--- src/rtl/hazard_ctrl_pkg.sv ---
// Shared types and constants for the pipeline hazard/sequencing controller.
package hazard_ctrl_pkg;

  typedef enum logic [1:0] {
    RUN     = 2'd0,
    FREEZE  = 2'd1,
    RECOVER = 2'd2
  } ctrl_state_t;

  localparam logic [4:0] XZR = 5'd31;

endpackage

--- src/rtl/hazard_ctrl_if.sv ---
// Pipeline-side hazard inputs and the controller's enable/flush/status outputs.
interface hazard_ctrl_if #(
  parameter int CNT_W = 32
);
  logic [4:0]       Rn_id;
  logic [4:0]       Rm_id;
  logic             use_rn_id;
  logic             use_rm_id;
  logic [4:0]       Rd_ex;
  logic             MemtoReg_ex;
  logic             RegWrite_ex;
  logic             br_taken_ex;
  logic             dmem_busy;
  logic             pc_en;
  logic             if_id_en;
  logic             if_id_flush;
  logic             id_ex_bubble;
  logic             back_en;
  logic             err_timeout;
  logic [CNT_W-1:0] stall_cnt;
  logic [CNT_W-1:0] flush_cnt;
  logic [1:0]       state;

  modport master (
    output Rn_id, Rm_id, use_rn_id, use_rm_id, Rd_ex, MemtoReg_ex, RegWrite_ex,
           br_taken_ex, dmem_busy,
    input  pc_en, if_id_en, if_id_flush, id_ex_bubble, back_en, err_timeout,
           stall_cnt, flush_cnt, state
  );

  modport slave (
    input  Rn_id, Rm_id, use_rn_id, use_rm_id, Rd_ex, MemtoReg_ex, RegWrite_ex,
           br_taken_ex, dmem_busy,
    output pc_en, if_id_en, if_id_flush, id_ex_bubble, back_en, err_timeout,
           stall_cnt, flush_cnt, state
  );
endinterface

--- src/rtl/hazard_ctrl_sat_counter.sv ---
// Saturating up-counter with synchronous clear; holds at all-ones instead of wrapping.
module sat_counter #(
  parameter int W = 32
) (
  input  logic         clk,
  input  logic         rst_n,
  input  logic         clear,
  input  logic         inc,
  output logic [W-1:0] count
);

  // count register: clear wins over increment, increment stops at all-ones
  always_ff @(posedge clk or negedge rst_n) begin
    if (!rst_n) begin
      count <= {W{1'b0}};
    end else if (clear) begin
      count <= {W{1'b0}};
    end else if (inc && (count != {W{1'b1}})) begin
      count <= count + W'(1);
    end else begin
      count <= count;
    end
  end

endmodule

--- src/rtl/hazard_ctrl.sv ---
// Hazard controller: load-use stalls, branch flushes, data-memory freezes,
// memory-wait watchdog and stall/flush performance counters.
module hazard_ctrl
  import hazard_ctrl_pkg::*;
#(
  parameter int CNT_W    = 32,
  parameter int MAX_WAIT = 15
) (
  input logic          clk,
  input logic          reset,
  hazard_ctrl_if.slave hif
);

  localparam int WAIT_W = $clog2(MAX_WAIT + 1);
  localparam logic [WAIT_W-1:0] WAIT_MAX  = WAIT_W'(MAX_WAIT);
  localparam logic [WAIT_W-1:0] WAIT_LAST = WAIT_W'(MAX_WAIT - 1);

  ctrl_state_t       state_r;
  ctrl_state_t       state_next_s;
  logic              pend_r;
  logic              pend_next_s;
  logic [WAIT_W-1:0] wait_r;
  logic              err_r;
  logic              lu_s;
  logic              pc_en_s;
  logic              if_id_en_s;
  logic              if_id_flush_s;
  logic              id_ex_bubble_s;
  logic              back_en_s;

  assign lu_s = hif.MemtoReg_ex && hif.RegWrite_ex && (hif.Rd_ex != XZR) &&
                ((hif.use_rn_id && (hif.Rn_id == hif.Rd_ex)) ||
                 (hif.use_rm_id && (hif.Rm_id == hif.Rd_ex)));

  // next-state and Mealy controls; freeze outranks flush, flush outranks load-use
  always_comb begin
    state_next_s   = state_r;
    pend_next_s    = pend_r;
    pc_en_s        = 1'b0;
    if_id_en_s     = 1'b0;
    if_id_flush_s  = 1'b0;
    id_ex_bubble_s = 1'b0;
    back_en_s      = 1'b0;
    if (!reset) begin
      state_next_s = RUN;
      pend_next_s  = 1'b0;
    end else begin
      case (state_r)
        RUN, FREEZE: begin
          if (hif.dmem_busy) begin
            state_next_s = FREEZE;
            if (hif.br_taken_ex) begin
              pend_next_s = 1'b1;
            end else begin
              pend_next_s = pend_r;
            end
          end else begin
            if (hif.br_taken_ex) begin
              pc_en_s        = 1'b1;
              if_id_en_s     = 1'b1;
              back_en_s      = 1'b1;
              if_id_flush_s  = 1'b1;
              id_ex_bubble_s = 1'b1;
            end else if (lu_s) begin
              id_ex_bubble_s = 1'b1;
              back_en_s      = 1'b1;
            end else begin
              pc_en_s    = 1'b1;
              if_id_en_s = 1'b1;
              back_en_s  = 1'b1;
            end
            // a branch caught during the freeze is replayed in its own cycle
            if ((state_r == FREEZE) && pend_r) begin
              state_next_s = RECOVER;
            end else begin
              state_next_s = RUN;
            end
          end
        end
        RECOVER: begin
          if (hif.dmem_busy) begin
            state_next_s = FREEZE;
            pend_next_s  = 1'b1;
          end else begin
            pc_en_s        = 1'b1;
            if_id_en_s     = 1'b1;
            back_en_s      = 1'b1;
            if_id_flush_s  = 1'b1;
            id_ex_bubble_s = 1'b1;
            pend_next_s    = 1'b0;
            state_next_s   = RUN;
          end
        end
        default: begin
          state_next_s = RUN;
          pend_next_s  = 1'b0;
        end
      endcase
    end
  end

  // FSM state and pending-flush registers
  always_ff @(posedge clk or negedge reset) begin
    if (!reset) begin
      state_r <= RUN;
      pend_r  <= 1'b0;
    end else begin
      state_r <= state_next_s;
      pend_r  <= pend_next_s;
    end
  end

  // memory-wait watchdog: counts consecutive busy cycles, error flag is sticky
  always_ff @(posedge clk or negedge reset) begin
    if (!reset) begin
      wait_r <= {WAIT_W{1'b0}};
      err_r  <= 1'b0;
    end else if (hif.dmem_busy) begin
      if (wait_r != WAIT_MAX) begin
        wait_r <= wait_r + WAIT_W'(1);
      end else begin
        wait_r <= wait_r;
      end
      if (wait_r >= WAIT_LAST) begin
        err_r <= 1'b1;
      end else begin
        err_r <= err_r;
      end
    end else begin
      wait_r <= {WAIT_W{1'b0}};
      err_r  <= err_r;
    end
  end

  sat_counter #(.W(CNT_W)) u_stall_cnt (
    .clk   (clk),
    .rst_n (reset),
    .clear (1'b0),
    .inc   (!pc_en_s),
    .count (hif.stall_cnt)
  );

  sat_counter #(.W(CNT_W)) u_flush_cnt (
    .clk   (clk),
    .rst_n (reset),
    .clear (1'b0),
    .inc   (if_id_flush_s),
    .count (hif.flush_cnt)
  );

  assign hif.pc_en        = pc_en_s;
  assign hif.if_id_en     = if_id_en_s;
  assign hif.if_id_flush  = if_id_flush_s;
  assign hif.id_ex_bubble = id_ex_bubble_s;
  assign hif.back_en      = back_en_s;
  assign hif.err_timeout  = err_r;
  assign hif.state        = state_r;

endmodule

--- src/flat_wrapper.sv ---
// flat-port wrapper written by rule: the top's interface ports become plain ports
module hazard_ctrl_flat import hazard_ctrl_pkg::*;
#(
  parameter int CNT_W    = 32,
  parameter int MAX_WAIT = 15
)
  (clk, reset, hif_Rn_id, hif_Rm_id, hif_use_rn_id, hif_use_rm_id, hif_Rd_ex, hif_MemtoReg_ex, hif_RegWrite_ex, hif_br_taken_ex, hif_dmem_busy, hif_pc_en, hif_if_id_en, hif_if_id_flush, hif_id_ex_bubble, hif_back_en, hif_err_timeout, hif_stall_cnt, hif_flush_cnt, hif_state);
  hazard_ctrl_if #(.CNT_W(CNT_W)) hif_i ();
  input logic clk;
  input logic reset;
  input wire logic [$bits(hif_i.Rn_id)-1:0] hif_Rn_id;
  input wire logic [$bits(hif_i.Rm_id)-1:0] hif_Rm_id;
  input wire logic [$bits(hif_i.use_rn_id)-1:0] hif_use_rn_id;
  input wire logic [$bits(hif_i.use_rm_id)-1:0] hif_use_rm_id;
  input wire logic [$bits(hif_i.Rd_ex)-1:0] hif_Rd_ex;
  input wire logic [$bits(hif_i.MemtoReg_ex)-1:0] hif_MemtoReg_ex;
  input wire logic [$bits(hif_i.RegWrite_ex)-1:0] hif_RegWrite_ex;
  input wire logic [$bits(hif_i.br_taken_ex)-1:0] hif_br_taken_ex;
  input wire logic [$bits(hif_i.dmem_busy)-1:0] hif_dmem_busy;
  output wire logic [$bits(hif_i.pc_en)-1:0] hif_pc_en;
  output wire logic [$bits(hif_i.if_id_en)-1:0] hif_if_id_en;
  output wire logic [$bits(hif_i.if_id_flush)-1:0] hif_if_id_flush;
  output wire logic [$bits(hif_i.id_ex_bubble)-1:0] hif_id_ex_bubble;
  output wire logic [$bits(hif_i.back_en)-1:0] hif_back_en;
  output wire logic [$bits(hif_i.err_timeout)-1:0] hif_err_timeout;
  output wire logic [$bits(hif_i.stall_cnt)-1:0] hif_stall_cnt;
  output wire logic [$bits(hif_i.flush_cnt)-1:0] hif_flush_cnt;
  output wire logic [$bits(hif_i.state)-1:0] hif_state;
  assign hif_i.Rn_id = hif_Rn_id;
  assign hif_i.Rm_id = hif_Rm_id;
  assign hif_i.use_rn_id = hif_use_rn_id;
  assign hif_i.use_rm_id = hif_use_rm_id;
  assign hif_i.Rd_ex = hif_Rd_ex;
  assign hif_i.MemtoReg_ex = hif_MemtoReg_ex;
  assign hif_i.RegWrite_ex = hif_RegWrite_ex;
  assign hif_i.br_taken_ex = hif_br_taken_ex;
  assign hif_i.dmem_busy = hif_dmem_busy;
  assign hif_pc_en = hif_i.pc_en;
  assign hif_if_id_en = hif_i.if_id_en;
  assign hif_if_id_flush = hif_i.if_id_flush;
  assign hif_id_ex_bubble = hif_i.id_ex_bubble;
  assign hif_back_en = hif_i.back_en;
  assign hif_err_timeout = hif_i.err_timeout;
  assign hif_stall_cnt = hif_i.stall_cnt;
  assign hif_flush_cnt = hif_i.flush_cnt;
  assign hif_state = hif_i.state;
  hazard_ctrl #(.CNT_W(CNT_W), .MAX_WAIT(MAX_WAIT)) u_core (.clk(clk), .reset(reset), .hif(hif_i));
endmodule
--- config.mk ---
export PLATFORM = sky130hd
export DESIGN_NAME = hazard_ctrl_flat
export DESIGN_NICKNAME = d
export VERILOG_FILES = /design/src/rtl/hazard_ctrl_pkg.sv /design/src/rtl/hazard_ctrl_if.sv /design/src/rtl/hazard_ctrl_sat_counter.sv /design/src/rtl/hazard_ctrl.sv /design/src/flat_wrapper.sv
export SDC_FILE = /design/constraint.sdc
export NUM_CORES = 1
export LEC_CHECK = 0
export BUFFER_PORTS_ARGS = -buffer_cell sky130_fd_sc_hd__buf_2
export CORE_UTILIZATION = 45
export CTS_CLUSTER_SIZE = 20
export DETAILED_ROUTE_END_ITERATION = 10
export GPL_ROUTABILITY_DRIVEN = 0
export HOLD_SLACK_MARGIN = 0.05
export PLACE_DENSITY = 0.66
export SETUP_SLACK_MARGIN = 0.05
export SYNTH_ARGS = -nofsm -noshare
export SYNTH_HDL_FRONTEND = slang
export SYNTH_SLANG_ARGS = --single-unit
--- constraint.sdc ---
create_clock -name clk -period 2.2 [get_ports clk]
set_input_delay 0.44 -clock clk [delete_from_list [all_inputs] [get_ports clk]]
set_output_delay 0.44 -clock clk [all_outputs]
set_load 0.1 [all_outputs]
==> qor.csv, run 1 <==
stage,metric,value,unit
outcome,status,completed,
yosys,synth-edff-count,0,
cells_and_area,multi_input_area,1820,um^2
clock_network,cts_tree,done,
yosys,syn_nets,358,
yosys,ys_ff_latch,72,
floorplanning,initial_core_util,0.465,
global_routing,grt.total_usage,0.206,
global_routing,grt_overflow_total,0,
yosys,postSynthCellCount,331,
power,irDropWorstVdd,1170,uV
worst_setup_path,crit_path_max_fanout,4,
worst_setup_path,critPathLaunchType,input pin,
yosys,yosysUniqueCellTypes,40,
timing,rsz0062_at_grt,false,
floorplanning,std_cell_rows,32,
worst_setup_path,ff2ff_path_depth,6,
detailed_routing,wl,7930,um
timing,period_minus_slack,2.07,ns
placed_design,hpwlAfterDp,5850,um
power,internal_power,2.56,mW
detailed_routing,wire_per_inst,14.4,um
detailed_routing,drtAntennaViolNets,0,
clock_network,clock_path_buffers,2,
yosys,synth.most_common_cell,dfrtp_1,
global_routing,first_global_vias,2778,
yosys,synth_flop_cell,dfrtp_1,
worst_setup_path,reg2reg_to,u_core.u_flush_cnt.count[1],
yosys,synth.avg_cell_area,10.8,um^2
yosys,synth_area_leaders,"dfrtp_1 (50%), xnor2_1 (15%), nand3_1 (5.0%), nand2_1 (3.1%), nand4_1 (3.1%)",
cells_and_area,antenna_cells,0,
floorplanning,die_h,91.1,um
detailed_routing,drt_iter0_drc,59,
clock_network,cts_buffers,9,
yosys,ys_async_sr_fraction,1.00,
clock_network,cts.sinks,72,
power,pwr-share-comb,0.316,
clock_network,cts_max_level,3,
power,p_per_area,900,nW/um^2
power,pwr-share-seq,0.387,
min_path,hp-class,input pin to asynchronous set/reset pin,
clock_network,clk_latency,0.34,ns
power,power_leakage,2.15,nW
power,clockPowerShare,0.297,
detailed_routing,num_vias,2826,
cells_and_area,seq_area,1940,um^2
timing,final-setup-viol-count,0,
timing,timing.fmax,484,MHz
timing,slew_viol_final,0,
worst_setup_path,critPathRequiredTime,1.76,ns
detailed_routing,drc,0,
detailed_routing,vias_per_cell,5.14,
placed_design,numPortBuffers,94,
cells_and_area,nFillCells,658,
global_routing,grt_max_degree,75,
power,p_total,4.32,mW
power,p_switching,1.76,mW
floorplanning,dieArea,8310,um^2
floorplanning,coreArea,7690,um^2
power,swShare,0.408,
yosys,synth_top_area_cell,dfrtp_1,
yosys,yosysWarnings,0,
timing,slew_headroom,0.380,
cells_and_area,drive_above_1_share,0.475,
global_routing,grt_pass1_wl,13600,um
timing,fin_skew,0.00783,ns
placed_design,place_ws,0.0574,ns
worst_setup_path,r2r_slack,0.22,ns
worst_setup_path,crit_arrival,1.63,ns
timing,hold_slack,0.376,ns
floorplanning,io_pins,95,
clock_network,clkTransAtPathRegs,0.08,ns
timing,tightestPinTransition,0.929,ns
global_routing,antenna_found_initial,0,
clock_network,cts_root_buffer,clkbuf_8,
timing,fin_crit_sh,0.940,
yosys,synthTopCellsByCount,"dfrtp_1 (72), xnor2_1 (60), nand3_1 (36)",
worst_setup_path,critical_path_class,input pin to output pin,
worst_setup_path,worstSetupEndpointType,output pin,
floorplanning,die_x,91.1,um
worst_setup_path,r2r-start,u_core.u_flush_cnt.count[14],
timing,finalHoldViolCount,0,
job,drv_cap,0,
cells_and_area,final_nets,470,
yosys,synth_area,3580,um^2
detailed_routing,drtPass1Iterations,4,
timing,worst_slack,0.132,ns
cells_and_area,syn2layout_area_growth,34.1,%
yosys,yosys.area.top_type_share,0.504,
yosys,yosysSeqAreaShare,0.504,
## power by group through the flow
stage	clock [mW]	combinational [mW]	sequential [mW]
floorplan	0	0.298	2.48
global placement	0	1.35	1.69
detailed placement	0	1.36	1.70
CTS	1.31	1.37	1.67
global route	1.36	1.44	1.69
finish	1.28	1.36	1.67
## cell families (layout without fill, tap and decap cells)
logic type,after synthesis,in the layout,share of synthesized area
AND/OR/NAND/NOR,156,156,0.255
adder cells (fa/ha/maj),4,4,0.0140
flip-flops,72,72,0.504
AO/OA/AOI/OAI,13,13,0.0252
multiplexers,3,3,0.00910
buffers and inverters,11,128,0.0161
XOR/XNOR,72,72,0.176
## metrics by stage
stage               instances  setup TNS, ns   util  cell area, um^2
global route              550              0  0.624             4800
finish                    550              0  0.624             4800
CTS                       550              0  0.622             4780
global placement          534              0  0.590             4530
detailed placement        534              0  0.590             4530
floorplan                 331          -2.26      -             3800
## placed cells by master (no fill, tap or decap), types with 3 or more instances in the layout
master	instances
buf_2	89
xnor2_1	60
nand3_1	36
dfrtp_2	36
nand2_1	27
dfrtp_4	24
nand4_1	18
nor2_1	17
and3_1	13
xor2_1	12
dfrtp_1	12
clkbuf_8	10
buf_4	10
inv_1	7
nor3_1	6
buf_12	6
and4_1	4
nor2_2	4
nor2b_1	3
and2_1	3
nand3_2	3
and3_2	3
ha_1	3
bufinv_16	3
## layout make-up
cell class              instances  area share
well taps                     102      0.0266
flip-flops and latches         72       0.404
repair buffers                105       0.134
multi-input cells             248       0.380
clock inverters                 5      0.0216
inverters                       7     0.00548
clock buffers                  11      0.0295
## state kept, by name, indices dropped and copies added, names as in the netlist
| register | count |
|---|---|
| u_core.hif.err_timeout | 1 |
| u_core.u_stall_cnt.count | 32 |
| u_core.hif.state | 2 |
| u_core.pend_r | 1 |
| u_core.u_flush_cnt.count | 32 |
| u_core.wait_r | 4 |
## timing repair
action	4_1_cts	5_1_grt
setup endpoints to repair	2	6
hold buffers	0	0
pin swaps	0	0
setup buffers	0	0
gates resized for setup	1	2
## worst max-delay path, cell delays in order
cell and delay [ns]:
buf_2 0.12, xnor2_1 0.17, nand4_1 0.13, o22ai_2 0.27, a31oi_4 0.15, buf_4 0.18
buf_12 0.16
## worst max path at each step
stage,from,to,slack [ns],cells after the start
after CTS,hif_Rd_ex[2],hif_id_ex_bubble,0.12,7
after global placement,hif_Rd_ex[1],u_core.u_stall_cnt.count[17],0.13,9
after floorplan,u_core.hif.state[0],u_core.u_flush_cnt.count[29],-0.32,7
after detailed placement,hif_Rd_ex[2],u_core.u_stall_cnt.count[11],0.06,9
after global routing,hif_Rd_ex[2],hif_if_id_en,0.06,7
final,hif_Rd_ex[2],hif_if_id_en,0.13,7
## layer usage
layer / track usage / vias up / part of all wire
li1: - / 1376 / -
met2: 0.332 / 69 / 0.48
met3: 0.0318 / 12 / 0.035
met5: 0 / - / 0
met4: 0.0780 / 0 / 0.018
met1: 0.282 / 1369 / 0.47
Note: power is estimated with default switching activity, not from simulation.
==> run 2, diff against run 1 <==
==> constraint.sdc (replaced) <==
create_clock -name clk -period 2.5 [get_ports clk]
set_input_delay 0.5 -clock clk [delete_from_list [all_inputs] [get_ports clk]]
set_output_delay 0.5 -clock clk [all_outputs]
set_load 0.1 [all_outputs]
==> run 2 against run 1 <==
  * Highest routed layer unchanged
  * First-iteration DRC count rose by 90%
  * Design area fell by 3.1%
  * Combinational power fell by 15%
  * Worst setup slack improved by 0.13 ns
  * Die area did not move
  * Clock power fell by 5%
  * Utilization fell by 1.9 points
==> qor.csv, run 2 (synthesized netlist as in run 1, its figures left out) <==
stage,metric,value,unit
detailed_routing,drc,0,
detailed_routing,wire_per_inst,14.1,um
floorplanning,die_h,91.1,um
timing,finalHoldViolCount,0,
worst_setup_path,cp-startpoint,hif_Rd_ex[4],
worst_setup_path,critPathRequiredTime,2.00,ns
detailed_routing,drtAntennaViolNets,0,
cells_and_area,final_nets,466,
placed_design,dpl-instance-area,4380,um^2
timing,slew_viol_final,0,
job,drv_cap,0,
power,power_leakage,2.18,nW
timing,fin_crit_sh,0.894,
cells_and_area,layout_common_cells,"buf_2 (89), xnor2_1 (60), dfrtp_1 (37)",
cells_and_area,final_common_cell,buf_2,
clock_network,cts_max_level,3,
floorplanning,dieArea,8310,um^2
timing,tightestPinTransition,0.918,ns
timing,period_minus_slack,2.23,ns
worst_setup_path,critical_path_class,input pin to output pin,
placed_design,hpwlAfterDp,5740,um
clock_network,cts_buffers,9,
worst_setup_path,worstSetupEndpointType,output pin,
clock_network,clock_path_buffers,2,
detailed_routing,wl,7710,um
cells_and_area,drive_above_1_share,0.403,
worst_setup_path,r2r-start,u_core.u_stall_cnt.count[0],
global_routing,first_global_vias,2898,
clock_network,clk_latency,0.34,ns
floorplanning,coreArea,7690,um^2
floorplanning,initial_core_util,0.465,
timing,timing.fmax,448,MHz
clock_network,post_cts_buffers,0,
clock_network,cts_hold_buf,0,
timing,fin_skew,0.0109,ns
timing,rsz0062_at_grt,false,
detailed_routing,vias_per_cell,5.16,
clock_network,clkTransAtPathRegs,0.08,ns
power,irDropWorstVdd,945,uV
min_path,hp-class,input pin to asynchronous set/reset pin,
detailed_routing,drtPass1Iterations,4,
global_routing,antenna_found_initial,0,
worst_setup_path,critPathLaunchType,input pin,
timing,slew_headroom,0.388,
clock_network,cts_tree,done,
power,p_total,3.82,mW
outcome,status,completed,
cells_and_area,reg.largest.list,"u_core.u_flush_cnt.count x32, u_core.u_stall_cnt.count x32, u_core.wait_r x4",
cells_and_area,syn2layout_area_growth,30.0,%
clock_network,cts_resized,0,
floorplanning,std_cell_rows,32,
global_routing,grt_pass1_wl,13400,um
timing,hold_slack,0.413,ns
clock_network,cts.sinks,72,
placed_design,numPortBuffers,94,
detailed_routing,drt_iter0_drc,112,
worst_setup_path,crit_arrival,1.73,ns
power,p_per_area,823,nW/um^2
worst_setup_path,crit_path_max_fanout,3,
global_routing,grt.total_usage,0.202,
timing,final-setup-viol-count,0,
global_routing,grt_max_degree,75,
cells_and_area,final_cell_area,4650,um^2
cells_and_area,antenna_cells,0,
global_routing,grt_overflow_total,0,
clock_network,cts_root_buffer,clkbuf_8,
floorplanning,die_x,91.1,um
timing,fin_tns_setup,0,ns
floorplanning,io_pins,95,
detailed_routing,num_vias,2816,
run 2: cell count changes in the layout (fill, tap and decap cells not counted), sizes merged:
cell and change:
buf -4, bufinv +1, clkinv -1
run 2: worst max-delay path, stage by stage:
cell and delay (ns):
buf_2 0.12, xnor2_1 0.19, nand4_1 0.14, o22ai_2 0.27, nand2_1 0.10, a21oi_2 0.20
buf_12 0.20
run 2: area by class of cell:
cell class	instances	area, um^2
Multi-Input combinational cell	248	1760
Clock buffer	11	141
Sequential cell	72	1860
Tap cell	102	128
Fill cell	686	3040
Clock inverter	5	129
Inverter	7	26.3
Timing Repair Buffer	101	611
run 2: power by group:
| part | switching (mW) | internal (mW) | total, mW |
|---|---|---|---|
| logic | 0.939 | 0.225 | 1.16 |
| clock network | 0.430 | 0.794 | 1.22 |
| registers | 0.141 | 1.29 | 1.44 |
| total | 1.51 | 2.31 | 3.82 |
run 2: through the flow:
step | setup WS (ns) | cells | utilization
2_1_floorplan | -0.0643 | 331 | -
3_3_place_gp | 0.197 | 530 | 0.569
3_5_place_dp | 0.0670 | 530 | 0.569
4_1_cts | 0.266 | 546 | 0.605
5_1_grt | 0.171 | 546 | 0.605
6_report | 0.266 | 546 | 0.605
run 2: metal layers:
metal | vias to the layer above | global-route usage | part of all wire | wire (um)
li1 | 1370 | - | - | -
met1 | 1369 | 0.262 | 0.45 | 3470
met2 | 63 | 0.333 | 0.50 | 3830
met3 | 14 | 0.0360 | 0.036 | 275
met4 | 0 | 0.0833 | 0.018 | 140
met5 | - | 0 | 0 | 0
run 2: worst paths after layout:
kind	endpoint	slack [ns]	depth (start not counted)
min in group clk	u_core.wait_r[2]	0.45	3
hold / removal	u_core.u_stall_cnt.count[2]	0.41	2
setup / recovery	hif_id_ex_bubble	0.27	7
hold reg to reg	u_core.u_stall_cnt.count[16]	0.48	1
max in group asynchronous	u_core.hif.state[0]	1.38	2
setup reg to reg	u_core.u_stall_cnt.count[17]	0.31	9
==> run 3, diff against run 2 <==
--- a/config.mk
+++ b/config.mk
@@ -12,6 +12,7 @@
 export GPL_ROUTABILITY_DRIVEN = 0
 export HOLD_SLACK_MARGIN = 0.05
 export PLACE_DENSITY = 0.66
+export RECOVER_POWER = 100
 export SETUP_SLACK_MARGIN = 0.05
 export SYNTH_ARGS = -nofsm -noshare
 export SYNTH_HDL_FRONTEND = slang
==> run 3 against run 2 <==
  * Critical path depth unchanged
  * Count of clock-buffer cells in the layout unchanged
  * Clock skew about the same
  * Global-route usage unchanged
  * Clock power about the same
  * Design area decreased by 2.9%
  * Routed wire length increased by 1.3%
  * Flip-flop and latch count unchanged
  * Total power decreased by 0.92%
  * Hold slack improved by 0.037 ns
  * Largest power group unchanged
==> qor.csv, run 3 (synthesized netlist as in run 1, its figures left out) <==
stage,metric,value,unit
worst_setup_path,endpoint,hif_id_ex_bubble,
placed_design,numPortBuffers,94,
clock_network,clock_path_buffers,2,
power,power_leakage,1.90,nW
timing,fin_skew,0.0108,ns
min_path,worst_hold_startpoint,hif_dmem_busy,
power,p_per_area,840,nW/um^2
worst_setup_path,r2r-start,u_core.u_stall_cnt.count[0],
timing,period_minus_slack,2.31,ns
power,irDropWorstVdd,919,uV
placed_design,dp.cells,530,
floorplanning,coreArea,7690,um^2
cells_and_area,utilization,0.587,
timing,tightestPinTransition,1.21,ns
detailed_routing,drt_iter0_drc,99,
timing,slew_headroom,0.196,
placed_design,hpwlAfterDp,5740,um
timing,worst_slack,0.189,ns
cells_and_area,seq_area,1850,um^2
cells_and_area,final_nets,466,
floorplanning,die_h,91.1,um
timing,fin_crit_sh,0.924,
detailed_routing,vias_per_cell,5.21,
power,p_total,3.79,mW
global_routing,grt_max_degree,75,
worst_setup_path,critical_path_class,input pin to output pin,
cells_and_area,antenna_cells,0,
floorplanning,initial_core_util,0.465,
global_routing,first_global_vias,2898,
worst_setup_path,crit_arrival,1.81,ns
cells_and_area,nFillCells,712,
clock_network,cts.sinks,72,
worst_setup_path,crit_path_max_fanout,3,
cells_and_area,multi_input_area,1710,um^2
detailed_routing,drtPass1Iterations,4,
timing,final-setup-viol-count,0,
worst_setup_path,reg2reg_to,u_core.u_stall_cnt.count[17],
global_routing,antenna_found_initial,0,
worst_setup_path,ff2ff_path_depth,9,
global_routing,grt_pass1_wl,13400,um
clock_network,cts_buffers,9,
outcome,status,completed,
worst_setup_path,r2r_slack,0.24,ns
worst_setup_path,crit_path_cell_trace,"buf_2, xnor2_1, nand4_1, o22ai_1, nand2_1, a21oi_2, buf_12",
floorplanning,die_x,91.1,um
global_routing,grt_overflow_total,0,
cells_and_area,final_cell_count_no_fill,546,
timing,fin_tns_setup,0,ns
timing,timing.fmax,433,MHz
worst_setup_path,critical-path-max-stage-delay,0.35,ns
cells_and_area,reg.largest.list,"u_core.u_flush_cnt.count x32, u_core.u_stall_cnt.count x32, u_core.wait_r x4",
timing,finalHoldViolCount,0,
detailed_routing,wire_per_inst,14.3,um
cells_and_area,drive_above_1_share,0.223,
cells_and_area,layout_common_cells,"clkbuf_1 (70), xnor2_1 (60), nand3_1 (38), dfrtp_1 (38), dfrtp_2 (30)",
global_routing,grt.total_usage,0.202,
min_path,hp-class,input pin to flop,
clock_network,cts_root_buffer,clkbuf_8,
timing,rsz0062_at_grt,false,
worst_setup_path,cp-startpoint,hif_Rd_ex[4],
worst_setup_path,worstSetupEndpointType,output pin,
detailed_routing,num_vias,2846,
detailed_routing,drc,0,
detailed_routing,wl,7810,um
cells_and_area,final_common_cell,clkbuf_1,
placed_design,place_ws,0.0670,ns
timing,slew_viol_final,0,
cells_and_area,syn2layout_area_growth,26.2,%
clock_network,clk_latency,0.34,ns
clock_network,cts_tree,done,
floorplanning,std_cell_rows,32,
worst_setup_path,critPathRequiredTime,2.00,ns
floorplanning,io_pins,95,
clock_network,cts_max_level,3,
worst_setup_path,slowest_stage,o22ai_1,
detailed_routing,drtAntennaViolNets,0,
clock_network,cts_hold_buf,0,
worst_setup_path,critPathLaunchType,input pin,
floorplanning,dieArea,8310,um^2
clock_network,cts_resized,0,
job,drv_cap,0,
clock_network,post_cts_buffers,0,
clock_network,clkTransAtPathRegs,0.08,ns
## run 3: stage by stage
stage	area [um^2]	hold WS (ns)
2_1_floorplan	3670	0.204
3_3_place_gp	4380	0.450
3_5_place_dp	4380	0.466
4_1_cts	4650	0.439
5_1_grt	4510	0.471
6_report	4510	0.450
## run 3: per-layer routing
metal  wire, um  GRT usage  share of wire
met1       3540      0.262           0.45
met2       3820      0.333           0.49
met3        300     0.0360          0.038
met4        146     0.0833          0.019
met5          0          0              0
## run 3: final cells by class
| class | count | area share |
|---|---|---|
| Sequential cell | 72 | 0.411 |
| Multi-Input combinational cell | 248 | 0.380 |
| Timing Repair Buffer | 101 | 0.115 |
| Clock buffer | 11 | 0.0313 |
| Clock inverter | 5 | 0.0286 |
| Tap cell | 102 | 0.0283 |
| Inverter | 7 | 0.00582 |
## run 3: how the worst min path moves through the flow
stage | end | cells past startpoint
after global placement | u_core.hif.err_timeout | 1
after detailed placement | u_core.u_stall_cnt.count[16] | 1
after CTS | u_core.wait_r[2] | 3
after global routing | u_core.wait_r[2] | 3
final | u_core.wait_r[2] | 3
after floorplan | u_core.hif.err_timeout | 0
## run 3: power by group
part | internal (mW) | switching [mW]
clock | 0.794 | 0.428
sequential | 1.29 | 0.142
combinational | 0.193 | 0.939
## run 3: worst max-delay path: cells and delay by family
kind / cells / cell delay (ns)
buf+inv: 2 / 0.32
simple gates: 2 / 0.24
compound gates: 2 / 0.55
xor+xnor: 1 / 0.19
